==> config.mk <==
export PLATFORM = sky130hd
export DESIGN_NAME = sample_dac
export DESIGN_NICKNAME = d
export VERILOG_FILES = /design/src/rtl/sample_dac_pkg.sv /design/src/rtl/sample_dac_dsm1.sv /design/src/rtl/sample_dac.sv
export SDC_FILE = /design/constraint.sdc
export NUM_CORES = 1
export LEC_CHECK = 0
export CORE_ASPECT_RATIO = 0.8
export CORE_UTILIZATION = 41
export DETAILED_ROUTE_END_ITERATION = 7
export PLACE_DENSITY_LB_ADDON = 0.15
export SLEW_MARGIN = 10
export SYNTH_ARGS = -nofsm -noshare
export SYNTH_HDL_FRONTEND = slang
export SYNTH_SLANG_ARGS = --single-unit
==> constraint.sdc <==
create_clock -name clk_i -period 5.67 [get_ports clk_i]
set_input_delay 1.134 -clock clk_i [delete_from_list [all_inputs] [get_ports clk_i]]
set_output_delay 1.134 -clock clk_i [all_outputs]
set_load 0.1 [all_outputs]
==> src/rtl/sample_dac_pkg.sv <==
// Shared types and constants for the sample_dac audio output stage.
package sample_dac_pkg;

    localparam int          DATA_W_DEF       = 16;
    localparam logic [15:0] MIDSCALE_OFFSET  = 16'h8000;
    localparam logic [7:0]  UNDERRUN_CNT_MAX = 8'd255;

    typedef enum logic {
        IDLE = 1'b0,
        RUN  = 1'b1
    } state_e;

endpackage

==> src/rtl/sample_dac_dsm1.sv <==
// First-order delta-sigma modulator: the carry out of a running offset-binary
// accumulation is the pulse-density bit.
module dsm1 #(
    parameter int W = 16
) (
    input  logic         clk_i,
    input  logic         rst_ni,
    input  logic [W-1:0] u,
    output logic         dac_o
);

    logic [W-1:0] acc;
    logic [W:0]   sum;

    assign sum = {1'b0, acc} + {1'b0, u};

    always_ff @(posedge clk_i or negedge rst_ni) begin
        if (!rst_ni) begin
            acc   <= '0;
            dac_o <= 1'b0;
        end else begin
            acc   <= sum[W-1:0];
            dac_o <= sum[W];
        end
    end

endmodule

==> src/rtl/sample_dac.sv <==
// Tick-paced sample release with one-entry pending buffer, feeding dsm1.
// Optional underrun counter enabled by defining SAMPLE_DAC_UNDERRUN_CNT_EN.
module sample_dac
    import sample_dac_pkg::*;
#(
    parameter int DATA_W = DATA_W_DEF
) (
    input  logic              clk_i,
    input  logic              rst_ni,
    input  logic              tick_i,
    input  logic [DATA_W-1:0] sample_i,
    input  logic              valid_i,
    output logic              ready_o,
    output logic              dac_o,
    output logic              underrun_o
`ifdef SAMPLE_DAC_UNDERRUN_CNT_EN
    ,
    output logic [7:0]        underrun_cnt_o
`endif
);

    // Flipping the sign bit maps two's complement onto offset binary.
    localparam logic [DATA_W-1:0] SIGN_FLIP = {1'b1, {(DATA_W-1){1'b0}}};

    state_e            state, state_next;
    logic [DATA_W-1:0] pend, cur, u;
    logic              pend_vld;
    logic              take, load_cur, underrun_next;

    assign ready_o = !pend_vld;
    assign take    = valid_i && ready_o;

    always_comb begin
        state_next    = state;
        load_cur      = 1'b0;
        underrun_next = 1'b0;
        if (tick_i) begin
            case (state)
                IDLE: begin
                    if (pend_vld) begin
                        load_cur   = 1'b1;
                        state_next = RUN;
                    end
                end
                RUN: begin
                    if (pend_vld) load_cur      = 1'b1;
                    else          underrun_next = 1'b1;
                end
                default: state_next = IDLE;
            endcase
        end
    end

    // take and load_cur are exclusive: take needs pend_vld=0, load_cur needs 1.
    always_ff @(posedge clk_i or negedge rst_ni) begin
        if (!rst_ni) begin
            state      <= IDLE;
            pend       <= '0;
            pend_vld   <= 1'b0;
            cur        <= '0;
            underrun_o <= 1'b0;
        end else begin
            state      <= state_next;
            underrun_o <= underrun_next;
            if (load_cur) cur <= pend;
            if (take) begin
                pend     <= sample_i;
                pend_vld <= 1'b1;
            end else if (load_cur) begin
                pend_vld <= 1'b0;
            end
        end
    end

`ifdef SAMPLE_DAC_UNDERRUN_CNT_EN
    always_ff @(posedge clk_i or negedge rst_ni) begin
        if (!rst_ni) begin
            underrun_cnt_o <= 8'd0;
        end else if (underrun_next && underrun_cnt_o != UNDERRUN_CNT_MAX) begin
            underrun_cnt_o <= underrun_cnt_o + 8'd1;
        end
    end
`endif

    assign u = cur ^ SIGN_FLIP;

    dsm1 #(.W(DATA_W)) u_dsm (
        .clk_i  (clk_i),
        .rst_ni (rst_ni),
        .u      (u),
        .dac_o  (dac_o)
    );

endmodule

After elaboration in Yosys (flattened, before gate mapping)
Index checks and enable logic that the tools add are counted.
{"block": "totals", "memories": 0, "romBits": 0, "ff_bits": 52, "out_inout_bits": 3, "elab_cells": 20, "latch_bits": 0, "ramBits": 0, "input_bits": 20}
{"block": "op_classes", "addsub": 1, "shifts": 0, "magnitude_cmp": 0, "muxes": 8, "bitwise": 1, "div": 0, "multipliers": 0, "n_eq_ne": 0, "n_reduce_logical": 3}
{"operator": "$add A16 B16 Y17", "n": 1}
{"operator": "$mux W1", "n": 8}
{"operator": "$reduce_bool A2 Y1", "n": 1}
{"operator": "$logic_and A1 B1 Y1", "n": 1}
{"operator": "$logic_not A1 Y1", "n": 1}
{"operator": "$not A1 Y1", "n": 1}

Logic depth before layout (Yosys ltp)
Gate-level depths: netlist (run 1).
{"block": "depth", "ltp_word": 4, "ltp_mapped": 7, "ltp_nobuf": 7}

By module
From an unflattened synthesis (run 1), not the netlist that was laid out.
{"block": "hier_totals", "cells_unflattened": 204, "area_unflattened_um2": 2645.0}
{"module": "sample_dac", "seq_area_each_um2": 875.8, "instances": 1, "area_per_inst_um2": 1363.8, "cells_each": 77}
{"module": "dsm1", "seq_area_each_um2": 425.4, "instances": 1, "area_per_inst_um2": 1281.2, "cells_each": 127}

Worst setup path before layout (run 1)
OpenSTA, ideal clock, no wires.
{"block": "synth_timing", "path_kind": "reg2reg", "start": "reg cur[0]", "end": "reg u_dsm.acc[10]", "setup_slack_ps": 3431, "synth_period_minus_slack_ps": 2239, "stages_incl_launch_ff": 8, "arrival_ps": 2119, "n_path_buf": 0, "setup_time_ps": 120, "path_cell_list": "dfrtp_1 -> ha_1 -> fa_1 -> a21o_1 -> a221oi_2 -> o21bai_2 -> or4_1 -> and3_1"}
{"block": "synth_via", "elab_chain_len": 1}
{"item": "start: declaration", "line_no": "sample_dac.sv:26", "text": "logic [DATA_W-1:0] pend, cur, u;"}
{"item": "start signal: assignment", "line_no": "sample_dac.sv:65", "text": "if (load_cur) cur <= pend;"}
{"item": "$add A16 B16 Y17", "line_no": "sample_dac_dsm1.sv:15", "text": "assign sum = {1'b0, acc} + {1'b0, u};"}
{"item": "via u_dsm.sum[10]", "line_no": "sample_dac_dsm1.sv:13", "text": "logic [W:0] sum;"}
{"item": "end signal: assignment", "line_no": "sample_dac_dsm1.sv:22", "text": "acc <= sum[W-1:0];"}
{"item": "end: declaration", "line_no": "sample_dac_dsm1.sv:12", "text": "logic [W-1:0] acc;"}
The timed path passes the listed nets, and every way through them passes these cells.
A chain may end at the register's enable or synchronous reset.

Worst setup path after layout (run 1)
{"block": "layout_timing", "start": "reg pend_vld", "end": "out ready_o"}
{"block": "layout_via", "elab_chain_len": 1}
{"item": "start: declaration", "line_no": "sample_dac.sv:27", "text": "logic pend_vld;"}
{"item": "start signal: assignment", "line_no": "sample_dac.sv:59", "text": "pend_vld <= 1'b0;"}
{"item": "start signal: assignment", "line_no": "sample_dac.sv:68", "text": "pend_vld <= 1'b1;"}
{"item": "start signal: assignment", "line_no": "sample_dac.sv:70", "text": "pend_vld <= 1'b0;"}
{"item": "$logic_not A1 Y1", "line_no": "sample_dac.sv:30", "text": "assign ready_o = !pend_vld;"}
{"item": "end: declaration", "line_no": "sample_dac.sv:13", "text": "output logic ready_o,"}
No other way between the ends.

==> impl_results.md, run 1 <==
- Status: finished clean
- Die X: 90.07 um
- Rows: 25
- # DRC: 0
- Final setup TNS: 0 ns
- Inst Count DP: 298
- Hold path cells: 1
- Hold Violations, Final: 0
- Tot Pwr: 1842 uW
- Slew HR: 35.72%
- TritonCTS clock tree: done
- Cell breakdown of the critical path: inv_1 -> clkdlybuf4s50_1
- WL per Instance: 14.07 um
- Synth area leaders: dfrtp_1 51%, mux2_2 14%, ha_1 7.9%
- Initial antenna violation count: 0
- Netlist cell types: 41
- Post-synthesis xor/xnor area fraction: 3.443%
- Via Count: 1614
- Worst EP required: 4.54 ns
- #FFs+latches synth: 52
- Vias in the first global route: 1507
- Largest stage delay on the critical path: 1.12 ns
- Largest family of logic cells by synthesized area: multiplexers
- Post-synthesis simple-gate area fraction: 6.936%
- Final Max Tran Viols: 0
- Crit start category: register
- Worst min path class: register to register
- Post-synthesis compound-gate area fraction: 12.84%
- Number of H-tree levels: 2
- Max Root-Sink Buffers: 2
- Largest net degree at the start of global routing: 53
- Avg Vias per Cell: 5.275
- HP Start: state
- Non-Filler Instances: 306
- Nets@finish: 261
- Layout cells sized above 1: 19.56%
- Count leader, synth: dfrtp_1
- Highest clock rate: 0.3292 GHz
- # Post-CTS Setup Buffers: 0
- Reg clk slew, reported paths: 0.09 ns
- CTS Buf Count: 5
- Post-synth EDFFs: 0
- Grt total ovfl: 0
- Critical Path Sink Type: output port
- R2R depth: 7
- Gpl congestion: 0.8062
- Synth Area in Adders: 8.657%
- RSZ-0062 raised after global routing: false
- Tightest hold margin: 0.4787 ns
- CP arrival: 1.90 ns
- Initial Utilization: 42.80%
- Antenna viol nets, final: 0
- Syn avg cell area: 12.47 um2
- Clk Latency, worst-skew pair: 0.30 ns
- Clock tree sinks: 52
- Hold endpoint: state
- Area leader, netlist: dfrtp_1
- First-pass GRT wire length: 7.541 mm
- Die footprint: 6525 um2
- # resized after CTS: 0
- Setup Viol. Count Final: 0
- Peak supply drop: 0.0002929 V
- Register area share after synthesis: 51.16%
- IO Pins: 23
- Drt pass-1 iters: 4
- Top-area cell type share of the netlist area: 51.16%
- I/O Buffers: 22
- PD cells: 627.8 nW/um2
- Root buf cell: clkbuf_8
- Worst r2r dst: u_dsm.dac_o
- Post-synthesis mux area share: 14.17%
- CP Class: register to output port
- Die Y: 72.45 um
- Final Cycle Share: 53.58%
- Mapped Area: 2544 um2
- Synth Warn #: 0
- Post-synth ARST share: 100.0%
- Static leakage: 0.001297 uW
- Post-synth top cells: 52 x dfrtp_1, 32 x mux2_2, 16 x ha_1
- Slack of the critical path: 2.632 ns
- Dpl ws: 2.907 ns
- Skew final: 0.009961 ns
- Total of max-cap violations: 0
- DRT Wirelength: 4.304 mm
- HPWL after DPL: 3.008 mm
- Reg2reg setup slack: 3.24 ns
- Syn Nets: 241
- Hold buffers post-CTS: 0
- Syn Inst Count: 204
- Worst-path maximum fanout: 4
- R2r startpoint: cur[0]
- Gr usage total: 14.59%
- Core area: 5943 um2
- Post-synth top flop: dfrtp_1
- Iteration-0 DRC Markers: 46
- Area Overhead vs Synth: 15.35%
- ANT cells: 0
- Crit path time final: 3.038 ns
- Slew @ Worst Pin: 0.9611 ns
- Slowest library cell on the worst path: clkdlybuf4s50_1
## layout make-up
cell class	count	area, um2
clock buffer	6	72.57
clock inverter	2	35.03
fill	556	3009
inverter	6	22.52
multi-input combinational	135	1171
sequential	52	1301
tap	81	101.3
timing repair buffer	24	230.2
## where the power goes
part | switching, uW | total (uW) | internal (uW)
combinational | 544 | 997 | 453
sequential | 66.7 | 596 | 530
clock | 117 | 248 | 131
total | 728 | 1840 | 1110
## critical path: cells and delay by family (launching register included)
family	cells	cell delay (ns)
buf+inv	2	1.19
flops	1	0.41
## cell usage in the layout, fill, tap and decap left out, types with 2 or more instances in the layout
cell / instances
a211oi_1: 4
o211ai_1: 3
clkdlybuf4s50_1: 21
clkbuf_8: 5
nor2b_1: 3
buf_4: 2
o311ai_0: 2
ha_1: 16
a21o_1: 9
dfrtp_1: 52
nor3_1: 3
and3_1: 6
nor2_1: 3
xor2_1: 4
o21ai_0: 5
nand4_1: 3
xnor2_1: 6
a21oi_1: 7
mux2_2: 32
nand3_1: 3
nand2b_1: 2
inv_1: 6
nand2_1: 5
## cell families (layout without fill, tap and decap cells)
logic type	count (synthesis)	in the layout
AOI/OAI and AO/OA	44	44
xor gates and xnor gates	10	10
adders and majority gates	17	17
buffers and inverters	17	38
DFF	52	52
muxes	32	32
and+or+nand+nor	32	32
## flip-flops by register name (all words and copies together), names as in the netlist
signal and cells:
u_dsm.dac_o 1, cur 16, pend_vld 1, pend 16
u_dsm.acc 16, state 1, underrun_o 1
## worst max path at each step
stage,from,end
floorplan,cur[0],u_dsm.acc[10]
global placement,tick_i,cur[9]
detailed placement,valid_i,pend[1]
CTS,pend_vld,ready_o
global route,pend_vld,ready_o
finish,pend_vld,ready_o
## per-stage QoR
step	area (um2)	util, %
finish	2934	49.37
global route	2934	49.37
CTS	2934	49.37
detailed placement	2826	47.56
global placement	2826	47.56
floorplan	2544	-
## metal layers
| layer | share of wire (%) | wire length, um | global-route usage, % |
|---|---|---|---|
| met5 | 0 | 0 | 0 |
| met4 | 0.93 | 40 | 4.839 |
| met3 | 3.6 | 153 | 3.354 |
| met2 | 41 | 1756 | 21.88 |
| met1 | 55 | 2353 | 20.98 |
Power figures use the tool's default switching activity.
==> run 2: changes to the inputs <==
==> constraint.sdc (replaced) <==
create_clock -name clk_i -period 3.1 [get_ports clk_i]
set_input_delay 0.62 -clock clk_i [delete_from_list [all_inputs] [get_ports clk_i]]
set_output_delay 0.62 -clock clk_i [all_outputs]
set_load 0.1 [all_outputs]
==> run 2 against run 1 <==
  * Sequential cell count stayed put
  * Total power up 86%
  * Non-clock buffer count did not move
  * First-iteration DRC count is 30% higher
  * Clock power increased by 100%
  * Sequential share of layout area decreased by 0.17 points
  * Combinational power is 85% higher
  * Critical path depth increased by 5
  * Critical endpoint is now u_dsm.dac_o
  * Largest cell class unchanged
==> impl_results.md, run 2 (synthesis results as in run 1) <==
- Internal: 2081 uW (+87%)
- Sequential power share: 31.7% (-0.7 points)
- Cell area after layout: 2945 um2 (+0.38%)
- Initial Utilization: 42.80% (unchanged)
- Skew final: 0.01377 ns (+0.003807 ns)
- Antenna viol nets, final: 0 (unchanged)
- Worst-path maximum fanout: 3 (-1)
- Die X: 90.07 um (unchanged)
- RSZ-0062 raised after global routing: false
- Peak supply drop: 0.0004198 V (+43%)
- Most common cell after layout, fill and taps aside: dfrtp_1
- DRT Wirelength: 4.251 mm (-1.2%)
- Initial antenna violation count: 0 (unchanged)
- WL per Instance: 13.89 um (-1.2%)
- Slew HR: 48.86% (+13 points)
- Clk Latency, worst-skew pair: 0.31 ns (about the same)
- Highest clock rate: 0.4112 GHz
- HPWL after DPL: 2.979 mm (-0.97%)
- Area Overhead vs Synth: 15.79%
- Inst Count DP: 298 (unchanged)
- Cell breakdown of the critical path: ha_1 -> fa_1 -> a21o_1 -> a221oi_2 -> o21ai_0 -> a21oi_1 -> o21ai_0
- Final Max Tran Viols: 0 (unchanged)
- Avg Vias per Cell: 5.196 (-1.5%)
- Comb pwr share: 53.6% (-0.5 points)
- Gr usage total: 14.96% (+0.36 points)
- Critical Path Sink Type: register
- CP Class: register to register
- Final setup TNS: 0 ns (unchanged)
- First-pass GRT wire length: 7.748 mm (+2.7%)
- Clock share of power: 14.7% (+1.2 points)
- Reg2reg setup slack: 0.67 ns (-2.57 ns)
- Largest net degree at the start of global routing: 53 (unchanged)
- # resized after CTS: 0 (unchanged)
- Final Cycle Share: 78.45%
- Status: finished clean
- Drt pass-1 iters: 4 (unchanged)
- Largest stage delay on the critical path: 0.42 ns (-0.70 ns)
- Sw Pwr: 1347 uW (+85%)
- Slew @ Worst Pin: 0.7652 ns (-0.1959 ns)
- Die Y: 72.45 um (unchanged)
- Nets@finish: 261 (unchanged)
- Biggest regs: cur: 16 flops, pend: 16 flops, u_dsm.acc: 16 flops
- Most frequent cells in the layout: 52 x dfrtp_1, 32 x mux2_2, 18 x clkdlybuf4s50_1, 16 x ha_1, 9 x a21o_1
- Gpl congestion: 0.7620 (-5.5%)
- Slowest library cell on the worst path: fa_1
- Hold buffers post-CTS: 0 (unchanged)
- Setup Viol. Count Final: 0 (unchanged)
- Post-DP Area: 2819 um2 (-0.27%)
- IO Pins: 23 (unchanged)
- CP dominant cell by count: o21ai_0
- Crit start category: register
- # Post-CTS Setup Buffers: 0 (unchanged)
- Hold Violations, Final: 0 (unchanged)
- CTS Buf Count: 5 (unchanged)
- Iteration-0 DRC Markers: 60 (+30%)
- Rows: 25 (unchanged)
- Root buf cell: clkbuf_8
- Crit path time final: 2.432 ns
- Clock tree sinks: 52 (unchanged)
- Reg clk slew, reported paths: 0.10 ns (about the same)
- FILL cells: 551 (-0.90%)
- Core area: 5943 um2 (unchanged)
- Tightest hold margin: 0.4226 ns (-0.05608 ns)
- Layout cells sized above 1: 21.33% (+1.8 points)
- Number of H-tree levels: 2 (unchanged)
- Switching fraction of total power: 39.30% (-0.23 points)
- Max Root-Sink Buffers: 2 (unchanged)
- TritonCTS clock tree: done
- Total of max-cap violations: 0 (unchanged)
- # DRC: 0 (unchanged)
- I/O Buffers: 22 (unchanged)
- Die footprint: 6525 um2 (unchanged)
- Static leakage: 0.001310 uW (+1.0%)
- Grt total ovfl: 0 (unchanged)
- Non-Filler Instances: 306 (unchanged)
- CP arrival: 2.61 ns (+0.71 ns)
- Worst EP required: 3.28 ns (-1.26 ns)
- PD cells: 1164 nW/um2 (+85%)
- Worst min path class: input pin to async pin
- Via Count: 1590 (-1.5%)
- Vias in the first global route: 1646 (+9.2%)
- ANT cells: 0 (unchanged)
## run 2: changes by cell type in the layout (fill, tap and decap cells not counted), sizes merged
| cell | delta |
|---|---|
| clkdlybuf4s50 | -3 |
| clkinv | -1 |
| buf | +3 |
| clkbuf | +1 |
## run 2: final timing paths
kind,start,end,depth (start not counted)
max,cur[0],u_dsm.dac_o,7
min in group clk_i,state,state,1
max reg2reg,cur[0],u_dsm.dac_o,7
max in group asynchronous,rst_ni,pend[5],2
min reg2reg,state,state,1
min,rst_ni,u_dsm.acc[9],2
## run 2: final cells by class
class	count	area [um2]	area share, %
timing repair buffer	24	222.7	7.562
sequential	52	1301	44.18
multi-input combinational	135	1171	39.76
clock inverter	1	30.03	1.020
tap	81	101.3	3.441
inverter	6	22.52	0.7647
clock buffer	7	96.34	3.271
## run 2: power by group through the flow
stage / Combinational [uW] / Clock (uW) / Sequential (uW)
finish: 1840 / 503 / 1090
global route: 2090 / 546 / 1120
CTS: 1850 / 518 / 1090
detailed placement: 1830 / 0 / 1110
global placement: 1820 / 0 / 1100
floorplan: 1450 / 0 / 1130
## run 2: routing by layer
layer | GRT usage [%] | wire, um | vias up
li1 | - | - | 790
met1 | 20.43 | 2182 | 760
met2 | 24.09 | 1842 | 33
met3 | 3.145 | 160 | 7
met4 | 4.839 | 65 | 0
met5 | 0 | 0 | -
## run 2: critical path, delay by kind of cell, from the launching register on
family	cells	cell delay [ns]
adders and majority gates	2	0.66
DFF	1	0.39
AOI/OAI and AO/OA	5	1.26
## run 2: per-stage QoR
stage / setup WS, ns / total power, uW / utilization [%]
after global routing: 0.5045 / 3757 / 49.56
after CTS: 0.6880 / 3458 / 49.56
after floorplan: 0.8610 / 2573 / -
final: 0.6680 / 3428 / 49.56
after detailed placement: 0.7276 / 2939 / 47.43
after global placement: 0.7950 / 2926 / 47.43
==> run 3: changes to the inputs <==
==> constraint.sdc (replaced) <==
create_clock -name clk_i -period 2.3 [get_ports clk_i]
set_input_delay 0.46 -clock clk_i [delete_from_list [all_inputs] [get_ports clk_i]]
set_output_delay 0.46 -clock clk_i [all_outputs]
set_load 0.1 [all_outputs]
==> run 3 against run 2 <==
  * Sequential share of layout area is 0.70 points lower
  * Combinational power is 47% higher
  * Clock power rose by 3%
  * Die area stayed put
==> impl_results.md, run 3 (synthesis results as in run 1) <==
- Hold Violations, Final: 0 (unchanged)
- Largest net degree at the start of global routing: 53 (unchanged)
- HPWL after DPL: 3.131 mm (+5.1%)
- Rows: 25 (unchanged)
- Nets@finish: 270 (+3.4%)
- Clk Latency, worst-skew pair: 0.29 ns (-0.02 ns)
- Final setup TNS: 0 ns (unchanged)
- Final Max Tran Viols: 0 (unchanged)
- Slack of the critical path: 0.1220 ns (-0.5460 ns)
- PD cells: 1572 nW/um2 (+35%)
- Antenna viol nets, final: 0 (unchanged)
- Reg clk slew, reported paths: 0.09 ns (about the same)
- Initial Utilization: 42.80% (unchanged)
- Die Y: 72.45 um (unchanged)
- Worst EP required: 2.49 ns (-0.79 ns)
- Number of H-tree levels: 2 (unchanged)
- Dpl ws: 0.02183 ns (-0.7058 ns)
- Core area: 5943 um2 (unchanged)
- Static leakage: 0.001334 uW (+1.8%)
- Slew @ Worst Pin: 0.6307 ns (-0.1345 ns)
- Most common cell after layout, fill and taps aside: dfrtp_1
- Non-Filler Instances: 315 (+2.9%)
- CP arrival: 2.37 ns (-0.24 ns)
- Layout cells sized above 1: 24.36% (+3.0 points)
- ANT cells: 0 (unchanged)
- CTS Buf Count: 5 (unchanged)
- Via Count: 1669 (+5.0%)
- Final Cycle Share: 94.69% (+16 points)
- TritonCTS clock tree: done
- Gpl congestion: 0.7968 (+4.6%)
- I/O Buffers: 22 (unchanged)
- Clock tree sinks: 52 (unchanged)
- Slew HR: 57.95% (+9.1 points)
- Status: finished clean
- RSZ-0062 raised after global routing: false
- Initial antenna violation count: 0 (unchanged)
- Worst min path class: input pin to async pin
- IO Pins: 23 (unchanged)
- Avg Vias per Cell: 5.298 (+2.0%)
- Highest clock rate: 0.4591 GHz (+12%)
- Setup Viol. Count Final: 0 (unchanged)
- First-pass GRT wire length: 7.493 mm (-3.3%)
- Peak supply drop: 0.0006159 V (+47%)
- WL per Instance: 13.94 um (+0.32%)
- FILL cells: 551 (unchanged)
- Biggest regs: cur: 16 flops, pend: 16 flops, u_dsm.acc: 16 flops
- Most frequent cells in the layout: 52 x dfrtp_1, 32 x mux2_2, 18 x clkdlybuf4s50_1, 15 x ha_1, 14 x buf_4
- Grt total ovfl: 0 (unchanged)
- Crit start category: register
- Vias in the first global route: 1573 (-4.4%)
- Gr usage total: 14.48% (-0.47 points)
- Inst Count DP: 306 (+2.7%)
- Die X: 90.07 um (unchanged)
- Skew final: 0.003304 ns (-0.01046 ns)
- Worst-path maximum fanout: 3 (unchanged)
- Area Overhead vs Synth: 17.66%
- Root buf cell: clkbuf_8
- Die footprint: 6525 um2 (unchanged)
- Drt pass-1 iters: 4 (unchanged)
- CP Class: register to register
- # DRC: 0 (unchanged)
- Critical Path Sink Type: register
- Crit path time final: 2.178 ns (-0.2540 ns)
- Max Root-Sink Buffers: 2 (unchanged)
- DRT Wirelength: 4.390 mm (+3.3%)
- Iteration-0 DRC Markers: 44 (-27%)
- Total of max-cap violations: 0 (unchanged)
run 3: report_power, final:
part | internal [uW] | switching, uW | total [uW]
clock | 246 | 272 | 518
sequential | 1310 | 167 | 1470
combinational | 1280 | 1430 | 2710
total | 2830 | 1870 | 4700
run 3: worst paths after layout:
check | slack [ns] | startpoint | cells after the start | end
worst min-delay path | 0.27 | rst_ni | 2 | pend[0]
max in group asynchronous | 1.61 | rst_ni | 2 | cur[5]
worst min register to register | 0.46 | state | 1 | state
worst max register to register | 0.12 | cur[0] | 7 | u_dsm.acc[10]
worst max-delay path | 0.12 | cur[0] | 7 | u_dsm.acc[10]
min in group clk_i | 0.46 | state | 1 | state
run 3: timing repair:
action / in CTS / in global routing
buffers inserted: 0 / 1
resized for setup: 0 / 5
hold buffers: 0 / 0
endpoints found under the hold margin: 0 / 0
setup endpoints to repair: 0 / 4
run 3: metrics by stage:
step           hold WS [ns]  utilization, %  total power, uW  instance area [um2]
6_report             0.2693           50.36             4703                 2993
5_1_grt              0.3239           50.36             5116                 2993
4_1_cts              0.2913           49.96             4657                 2969
3_5_place_dp         0.4459           48.44             4105                 2879
3_3_place_gp         0.4438           48.44             4063                 2879
2_1_floorplan        0.1644               -             3467                 2544
run 3: per-layer routing:
| layer | up-vias | share of wire [%] | global-route usage (%) |
|---|---|---|---|
| met3 | 2 | 3.2 | 3.669 |
| met4 | 0 | 0.59 | 3.763 |
| li1 | 811 | - | - |
| met5 | - | 0 | 0 |
| met2 | 25 | 45 | 23.49 |
| met1 | 831 | 52 | 19.60 |
run 3: cell type report:
type | instances | area [um2] | share of cell area [%]
multi-input cells | 135 | 1187 | 39.67
clock buffers | 8 | 90.09 | 3.010
repair buffers | 33 | 290.3 | 9.699
well taps | 81 | 101.3 | 3.386
flip-flops and latches | 52 | 1301 | 43.48
inverters | 6 | 22.52 | 0.7525
run 3: worst max-delay path, cell delays in order (launching register included):
cell and delay [ns]:
dfrtp_1 0.39, ha_2 0.21, fa_2 0.34, a21o_1 0.20, a221oi_4 0.30, o21bai_2 0.09, or4_1 0.38, and3_1 0.17
